**src/rtl/sa_cache_pkg.sv**
```systemverilog
// Shared types for the 4-way set-associative cache: way index, way count and
// the allocation controller state encoding.
package sa_cache_pkg;

    typedef logic [1:0] way_t;

    localparam int unsigned NUM_WAYS = 4;

    typedef enum logic [2:0] {
        IDLE,
        WB,
        RF,
        FILL,
        RESP
    } alloc_state_t;

endpackage

```
**src/rtl/sa_victim_pick.sv**
```systemverilog
// Combinational victim selection. With SA_ALLOC_INVALID_FIRST_EN defined the
// lowest-index invalid way wins; otherwise the LRU victim is always used.
module sa_victim_pick
    import sa_cache_pkg::*;
(
    input  logic [NUM_WAYS-1:0] valid_bits,
    input  way_t                lru_way,
    output way_t                victim
);

`ifdef SA_ALLOC_INVALID_FIRST_EN
    always_comb begin
        victim = lru_way;
        // Descending scan so the lowest invalid index is the last write.
        for (int i = NUM_WAYS - 1; i >= 0; i--) begin
            if (!valid_bits[i]) begin
                victim = way_t'(i);
            end
        end
    end
`else
    logic unused_valid;
    assign unused_valid = ^valid_bits;
    assign victim       = lru_way;
`endif

endmodule

```
**src/rtl/sa_way_alloc.sv**
```systemverilog
// Miss-handling and way-allocation controller: victim pick, writeback, refill,
// fill commit and LRU touch. Optional feature macro: SA_ALLOC_INVALID_FIRST_EN.
module sa_way_alloc
    import sa_cache_pkg::*;
#(
    parameter int unsigned TIMEOUT_CYCLES = 1023
) (
    input  logic                CLK,
    input  logic                RST_N,
    input  logic                req_valid,
    output logic                req_ready,
    input  logic                hit,
    input  way_t                hit_way,
    input  logic [NUM_WAYS-1:0] valid_bits,
    input  logic [NUM_WAYS-1:0] dirty_bits,
    input  way_t                lru_way,
    output logic                touch_we,
    output way_t                touch_way,
    output logic                wb_req,
    input  logic                wb_ack,
    output logic                rf_req,
    input  logic                rf_ack,
    output logic                fill_we,
    output way_t                victim_way,
    output logic                done,
    output logic                err
);

    localparam int unsigned  CNT_W   = (TIMEOUT_CYCLES > 0) ? $clog2(TIMEOUT_CYCLES + 1) : 1;
    localparam bit           TO_EN   = (TIMEOUT_CYCLES != 0);
    localparam logic [CNT_W-1:0] TO_LAST = CNT_W'(TIMEOUT_CYCLES) - CNT_W'(1);

    alloc_state_t     state_q, state_d;
    logic [CNT_W-1:0] cnt_q, cnt_d, cnt_inc;
    way_t             victim_q, victim_d;
    way_t             hit_way_q, hit_way_d;
    logic             hit_pend_q, hit_pend_d;
    logic             err_q, err_d;
    way_t             pick;
    logic             timeout;

    sa_victim_pick u_pick (
        .valid_bits (valid_bits),
        .lru_way    (lru_way),
        .victim     (pick)
    );

    // Saturating count; timeout fires on the edge that would make it TIMEOUT_CYCLES.
    assign cnt_inc = (cnt_q == '1) ? cnt_q : cnt_q + CNT_W'(1);
    assign timeout = TO_EN && (cnt_q == TO_LAST);

    always_comb begin
        state_d    = state_q;
        cnt_d      = cnt_q;
        victim_d   = victim_q;
        hit_way_d  = hit_way_q;
        hit_pend_d = hit_pend_q;
        err_d      = 1'b0;
        case (state_q)
            IDLE: begin
                if (req_valid) begin
                    if (hit) begin
                        hit_way_d  = hit_way;
                        hit_pend_d = 1'b1;
                        state_d    = RESP;
                    end else begin
                        victim_d = pick;
                        cnt_d    = '0;
                        state_d  = (valid_bits[pick] && dirty_bits[pick]) ? WB : RF;
                    end
                end
            end
            WB: begin
                if (wb_ack) begin
                    cnt_d   = '0;
                    state_d = RF;
                end else if (timeout) begin
                    err_d   = 1'b1;
                    state_d = IDLE;
                end else begin
                    cnt_d = cnt_inc;
                end
            end
            RF: begin
                if (rf_ack) begin
                    state_d = FILL;
                end else if (timeout) begin
                    err_d   = 1'b1;
                    state_d = IDLE;
                end else begin
                    cnt_d = cnt_inc;
                end
            end
            FILL: state_d = RESP;
            RESP: begin
                // A hit spends one RESP cycle touching before the done cycle.
                if (hit_pend_q) begin
                    hit_pend_d = 1'b0;
                end else begin
                    state_d = IDLE;
                end
            end
            default: state_d = IDLE;
        endcase
    end

    always_ff @(posedge CLK) begin
        if (!RST_N) begin
            state_q    <= IDLE;
            cnt_q      <= '0;
            victim_q   <= '0;
            hit_way_q  <= '0;
            hit_pend_q <= 1'b0;
            err_q      <= 1'b0;
        end else begin
            state_q    <= state_d;
            cnt_q      <= cnt_d;
            victim_q   <= victim_d;
            hit_way_q  <= hit_way_d;
            hit_pend_q <= hit_pend_d;
            err_q      <= err_d;
        end
    end

    assign req_ready  = (state_q == IDLE);
    assign wb_req     = (state_q == WB);
    assign rf_req     = (state_q == RF);
    assign fill_we    = (state_q == FILL);
    assign touch_we   = (state_q == FILL) || ((state_q == RESP) && hit_pend_q);
    assign touch_way  = (state_q == FILL) ? victim_q :
                        ((state_q == RESP) && hit_pend_q) ? hit_way_q : '0;
    assign done       = (state_q == RESP) && !hit_pend_q;
    assign err        = err_q;
    assign victim_way = victim_q;

endmodule

```
**config.mk**
```make
export PLATFORM = sky130hd
export DESIGN_NAME = sa_way_alloc
export DESIGN_NICKNAME = d
export VERILOG_FILES = /design/src/rtl/sa_cache_pkg.sv /design/src/rtl/sa_victim_pick.sv /design/src/rtl/sa_way_alloc.sv
export SDC_FILE = /design/constraint.sdc
export NUM_CORES = 1
export LEC_CHECK = 0
export BUFFER_PORTS_ARGS = -buffer_cell sky130_fd_sc_hd__buf_2
export CORE_UTILIZATION = 41
export DETAILED_ROUTE_END_ITERATION = 8
export PLACE_DENSITY = 0.72
export SYNTH_ARGS = -nofsm -noshare
export SYNTH_HDL_FRONTEND = slang
export SYNTH_HIERARCHICAL = 1
export SYNTH_SLANG_ARGS = --single-unit
```
**constraint.sdc**
```tcl
create_clock -name CLK -period 2.6 [get_ports CLK]
set_input_delay 0.39 -clock CLK [delete_from_list [all_inputs] [get_ports CLK]]
set_output_delay 0.39 -clock CLK [all_outputs]
set_load 0.01 [all_outputs]
```
==> results of run 1 <==
==> logic make-up after synthesis <==
group / after synthesis / share of synthesized area
simple gates: 78 / 0.355
compound gates: 31 / 0.180
flops: 19 / 0.337
buf+inv: 15 / 0.0610
mux: 3 / 0.0377
fa+ha+maj: 2 / 0.0222
xor+xnor: 1 / 0.00776
==> per-stage QoR <==
step / total power [mW] / utilization / instances / instance area, um^2
after detailed placement: 0.434 / 0.498 / 199 / 1270
after floorplan: 0.398 / - / 149 / 1130
after global routing: 0.608 / 0.509 / 203 / 1290
after CTS: 0.584 / 0.509 / 203 / 1290
after global placement: 0.430 / 0.498 / 199 / 1270
final: 0.578 / 0.509 / 203 / 1290
==> final cells by class <==
| class | count | area (um^2) | area share |
|---|---|---|---|
| multi-input cells | 115 | 679 | 0.525 |
| repair buffers | 29 | 148 | 0.114 |
| well taps | 30 | 37.5 | 0.0290 |
| flip-flops and latches | 19 | 380 | 0.294 |
| clock inverters | 1 | 5.00 | 0.00386 |
| clock buffers | 3 | 22.5 | 0.0174 |
| inverters | 6 | 22.5 | 0.0174 |
==> cell usage after synthesis (3+ instances only) <==
master	instances	area share
dfxtp_1	19	0.34
nor2_1	14	0.047
o21ai_0	4	0.018
a21oi_1	11	0.049
nand4_1	4	0.022
clkbuf_1	3	0.010
nor3_1	6	0.027
inv_1	6	0.020
nor4_1	3	0.017
a211oi_1	3	0.020
nand2b_1	3	0.017
nand2_1	24	0.080
nand3_1	7	0.031
==> registers in the layout, summed over array words and instances, names as in the netlist <==
signal / cells
err: 1
victim_way: 2
hit_way_q: 2
state_q: 3
hit_pend_q: 1
cnt_q: 10
==> worst max-delay path, delay by kind of cell (launching register included) <==
kind,cells,cell delay [ns]
DFF,1,0.65
and+or+nand+nor,2,0.56
buffers and inverters,1,0.14
==> how the worst min path moves through the flow <==
stage / startpoint / to / slack, ns / cells past startpoint
6_report: hit_way[1] / hit_way_q[1]$_SDFFE_PN0P_ / 0.32 / 3
5_1_grt: hit_way[1] / hit_way_q[1]$_SDFFE_PN0P_ / 0.32 / 3
4_1_cts: hit_way[0] / hit_way_q[0]$_SDFFE_PN0P_ / 0.31 / 3
3_5_place_dp: hit_pend_q$_SDFFE_PN0P_ / hit_pend_q$_SDFFE_PN0P_ / 0.46 / 2
3_3_place_gp: hit_pend_q$_SDFFE_PN0P_ / hit_pend_q$_SDFFE_PN0P_ / 0.46 / 2
2_1_floorplan: hit_pend_q$_SDFFE_PN0P_ / hit_pend_q$_SDFFE_PN0P_ / 0.44 / 2
==> power by group <==
group | internal, mW | switching [mW]
Sequential | 0.302 | 0.0172
Combinational | 0.0488 | 0.0595
Clock | 0.0574 | 0.0931
Total | 0.408 | 0.170
==> metal layers <==
layer,up-vias,part of all wire,GRT usage
li1,582,-,-
met1,526,0.49,0.249
met2,26,0.46,0.299
met3,2,0.041,0.0333
met4,0,0.0077,0.0684
met5,-,0,0
==> layout by cell type (no fill, tap or decap), types with 2 or more instances in the layout <==
master and n:
a211o_1 2, a211oi_1 3, a21oi_1 11, a22o_1 2, a31oi_1 2, buf_2 28, clkbuf_4 3, dfxtp_1 19
ha_1 2, inv_1 6, mux2i_1 2, nand2_1 24, nand2b_1 3, nand3_1 7, nand4_1 4, nor2_1 14
nor2b_1 2, nor3_1 6, nor3b_1 2, nor4_1 3, o211ai_1 2, o21ai_0 4, or3_1 2
==> impl_results.md, run 1 <==
* Drt pass-1 iters at 4
* Num ports at 29
* # diodes at 0
* Antenna-violating nets left at 0
* Htree depth at 1
* Slew headroom at 0.662
* RSZ-0062 raised after global routing: no
* Yosys Warn Count at 6
* Setup crit end: touch_we
* Worst slew pin tran at slightly above 0.5 ns
* Post-CTS Hold Buffers at 0
* EDFF count, synth at 0
* R2R Path End: cnt_q[3]$_SDFFE_PN0P_
* Core Region at ~2500 um^2
* Total wire length at between 2000 and 2500 um
* Reg2reg setup slack at between 0.6 and 0.7 ns
* Pre-CTS WS at 0.672 ns
* Clock root buffer: clkbuf_4
* Max Fclk at about 490 MHz
* Total GRT Usage at 0.187
* Clock Path Buffers at 2
* CP Capture Type: primary output
* Fin nets at ~190
* Worst R2R Start: state_q[1]$_SDFFE_PN0P_
* Syn Inst Count at roughly 150
* Worst hold path class: in -> reg
* Minimum clock period at 2.05 ns
* Share of post-route cells with drive strength above 1 at 0.225
* CTS tree: built
* Clock Skew at just over 0.006 ns
* Post-DR vias/cell at between 5 and 6
* Initial Util at 0.443
* Predominant post-synthesis flop cell: dfxtp_1
* Die area at about 3000 um^2
* Synthesis-stage register bit count at 19
* Final GP Congestion at 0.952
* CP peak stage delay at between 0.6 and 0.7 ns
* Setup TNS at 0 ns
* Port buffer count at 28
* Final worst slack at around 0.55 ns
* Peak supply drop at between 300 and 400 uV
* Register area share after synthesis at 0.337
* Number of global-route vias before repair at between 900 and 1k
* CP Class: reg -> out
* Final hold violation count at 0
* Hpwl dp at around 1900 um
* First-pass GRT wire length at between 3000 and 4000 um
* Largest net degree at the start of global routing at 18
* Global route overflow at 0
* Critical Path Source: state_q[2]$_SDFFE_PN0P_
* MaxCap Viol Count at 0
* Iter 0 DRT Violations at 24
* Worst hold margin at between 0.3 and 0.4 ns
* Status: finished clean
* Area delta synth->final at 14.7%
* CTS sink cnt at 19
* Max Slew Vio Count at 0
* Setup Buffers After CTS at 0
* Worst EP required at approximately 2.2 ns
* Later-pin clock latency in the skew report at 0.30 ns
* Final setup violation count at 0
* Final Cycle Share at 0.789
* CP Launch Type: flop
* Via count at roughly 1.1k
* # DRC at 0
* Initial antenna violation count at 0
* Reg clk slew, reported paths at about 0.11 ns
* Row cnt at 18
* Die Wd at approximately 54 um
* Worst-path maximum fanout at 17
* Average wire per standard cell at roughly 12 um
* Syn_nets at roughly 170
* R2r worst-path depth at 5
* CP max-delay cell: dfxtp_1
* PD cells at around 450 nW/um^2
* Die Y at between 50 and 60 um
* Syn Area/Cell at roughly 7.6 um^2
* Post-cts resize count at 0
* Worst-path cell chain: and3b_1 -> or2_2 -> buf_2
* Total CTS buffers at 3
* Leakage power at a little over 0.5 nW
* Post-synth ARST share at 0
* CP Data Arrival Time at 1.66 ns
* Syn Std Cell Area at around 1100 um^2
* Number of fill cells at 255
* Yosys cell types at 43
Note: power is estimated with default switching activity, not from simulation.
==> run 2, diff against run 1 <==
--- a/config.mk
+++ b/config.mk
@@ -8,7 +8,7 @@
 export BUFFER_PORTS_ARGS = -buffer_cell sky130_fd_sc_hd__buf_2
 export CORE_UTILIZATION = 41
 export DETAILED_ROUTE_END_ITERATION = 8
-export PLACE_DENSITY = 0.72
+export PLACE_DENSITY = 0.75
 export SYNTH_ARGS = -nofsm -noshare
 export SYNTH_HDL_FRONTEND = slang
 export SYNTH_HIERARCHICAL = 1
==> constraint.sdc (replaced) <==
create_clock -name CLK -period 1.8 [get_ports CLK]
set_input_delay 0.27 -clock CLK [delete_from_list [all_inputs] [get_ports CLK]]
set_output_delay 0.27 -clock CLK [all_outputs]
set_load 0.01 [all_outputs]
==> run 2 against run 1 <==
Against the previous run:
- global-route usage is 0.84 points higher
- register-to-register slack worse by 0.48 ns
- critical path depth is 1 higher
- sequential power is 42% higher
- final cell count is 5.4% higher
- via count is 3.4% higher
- clock skew is 0.012 ns higher
- sequential share of layout area is 2.1 points lower
- count of clock-buffer cells in the layout stayed put
- largest power group unchanged
==> impl_results.md, run 2 (synthesis results as in run 1) <==
* CP Launch Type: flop
* Worst EP required at 1.53 ns (-0.68 ns)
* Worst hold path class: in -> reg
* Clock Path Buffers at 2 (unchanged)
* Share of post-route cells with drive strength above 1 at 0.293 (+0.0680)
* Global route overflow at 0 (unchanged)
* DP Area at 1330 um^2 (+4.7%)
* Minimum clock period at 1.77 ns
* Comb power frac at 0.228 (+0.041)
* Drt pass-1 iters at 4 (unchanged)
* Later-pin clock latency in the skew report at 0.31 ns (about the same)
* Total wire length at 2820 um (+15%)
* Non-Filler Instances at 214 (+5.4%)
* Most frequent cells in the layout: buf_2 (28), nand2_1 (23), dfxtp_1 (18)
* Max Slew Vio Count at 0 (unchanged)
* Post-CTS Hold Buffers at 0 (unchanged)
* Port buffer count at 28 (unchanged)
* Total GRT Usage at 0.195 (+0.00837)
* Iter 0 DRT Violations at 42 (+75%)
* Die area at 2970 um^2 (unchanged)
* Initial antenna violation count at 0 (unchanged)
* Final GP Congestion at 0.847 (-11%)
* Leakage power at 0.581 nW (+13%)
* # DRC at 0 (unchanged)
* Num ports at 29 (unchanged)
* Die Y at 54.5 um (unchanged)
* Die Wd at 54.5 um (unchanged)
* Reg clk slew, reported paths at 0.12 ns (about the same)
* Final hold violation count at 0 (unchanged)
* Flop pwr share at 0.517 (-0.035)
* Number of fill cells at 247 (-3.1%)
* Worst-path maximum fanout at 9 (-8)
* Post-DR vias/cell at 5.49 (-1.9%)
* Antenna-violating nets left at 0 (unchanged)
* Worst slew pin tran at 0.366 ns (-0.140 ns)
* Row cnt at 18 (unchanged)
* Slew headroom at 0.752 (+0.0902)
* Clock Skew at 0.0181 ns (+0.0119 ns)
* Htree depth at 1 (unchanged)
* Most common cell after layout, fill and taps aside: buf_2
* Inst Count DP at 207 (+4.0%)
* CTS sink cnt at 19 (unchanged)
* Core Region at 2540 um^2 (unchanged)
* Max reg flops at 10 (unchanged)
* Initial Util at 0.443 (unchanged)
* Clock power frac at 0.256 (-0.004)
* Clock root buffer: clkbuf_4
* Net Sw Frac at 0.302 (+0.00868)
* Regs by FF count: cnt_q (10), state_q (3)
* First-pass GRT wire length at 4180 um (+5.2%)
* Peak supply drop at 530 uV (+63%)
* NetSw at 0.265 mW (+56%)
* Number of global-route vias before repair at 968 (+1.3%)
* CP Class: reg -> out
* PD cells at 621 nW/um^2 (+39%)
* Biggest register: cnt_q
* Max Fclk at roughly 570 MHz
* Average wire per standard cell at 13.2 um (+9.1%)
* CTS tree: built
* CP Data Arrival Time at 1.50 ns (-0.16 ns)
* CP Capture Type: primary output
* # diodes at 0 (unchanged)
* Total CTS buffers at 3 (unchanged)
* Fin nets at 205 (+5.7%)
* Final core occ at 0.554 (+0.0452)
* Int Pwr at 0.610 mW (+49%)
* Post-route cell area at 1410 um^2 (+8.9%)
* Hpwl dp at 2050 um (+7.6%)
* Final Cycle Share at 0.981
* Final setup violation count at 0 (unchanged)
* Largest net degree at the start of global routing at 14 (-4)
* Status: finished clean
* MaxCap Viol Count at 0 (unchanged)
* Via count at 1175 (+3.4%)
* Area delta synth->final at 24.9%
run 2: metrics by stage:
| step | setup TNS, ns | power, mW | hold WS (ns) | setup WS [ns] |
|---|---|---|---|---|
| after global placement | 0 | 0.634 | 0.454 | 0.177 |
| final | 0 | 0.875 | 0.190 | 0.0350 |
| after global routing | -0.00653 | 0.921 | 0.200 | -0.00653 |
| after floorplan | 0 | 0.575 | 0.386 | 0.150 |
| after detailed placement | 0 | 0.640 | 0.463 | 0.113 |
| after CTS | 0 | 0.864 | 0.182 | 0.0179 |
run 2: area by class of cell:
| type | count | area, um^2 | area share |
|---|---|---|---|
| Clock buffer | 3 | 22.5 | 0.0160 |
| Clock inverter | 1 | 5.00 | 0.00355 |
| Inverter | 6 | 22.5 | 0.0160 |
| Multi-Input combinational cell | 115 | 697 | 0.494 |
| Sequential cell | 19 | 384 | 0.272 |
| Tap cell | 30 | 37.5 | 0.0266 |
| Timing Repair Buffer | 40 | 241 | 0.171 |
run 2: final timing paths:
kind,from,end,slack (ns),cells after the start
worst min register to register,hit_way_q[0]$_SDFFE_PN0P_,hit_way_q[0]$_SDFFE_PN0P_,0.49,2
worst max-delay path,state_q[2]$_SDFFE_PN0P_,touch_we,0.03,4
worst min-delay path,RST_N,hit_pend_q$_SDFFE_PN0P_,0.19,3
worst max register to register,cnt_q[0]$_SDFFE_PN0P_,cnt_q[1]$_SDFFE_PN0P_,0.17,8
run 2: worst max-delay path: stages, from the launching register on:
cell and delay [ns]:
dfxtp_4 0.41, buf_6 0.14, and3b_1 0.21, or2_2 0.29
buf_2 0.14
run 2: layer usage:
layer | vias to the layer above | global-route usage | routed length [um]
met5 | - | 0 | 0
met2 | 42 | 0.341 | 1370
met1 | 531 | 0.244 | 1290
met3 | 0 | 0.0500 | 169
met4 | 0 | 0.0256 | 0
li1 | 602 | - | -
run 2: what timing repair did:
item | CTS | global route
setup buffers | 0 | 3
setup endpoints to repair | 3 | 6
pin swaps | 0 | 1
cloned | 0 | 0
resized for setup | 4 | 6
endpoints found under the hold margin | 0 | 0
run 2: power by group through the flow:
stage                     Clock (mW)  Combinational (mW)  Sequential [mW]
after CTS                      0.231               0.181            0.452
final                          0.224               0.199            0.452
after global routing           0.246               0.220            0.455
after global placement             0               0.174            0.460
after detailed placement           0               0.179            0.461
after floorplan                    0               0.117            0.458
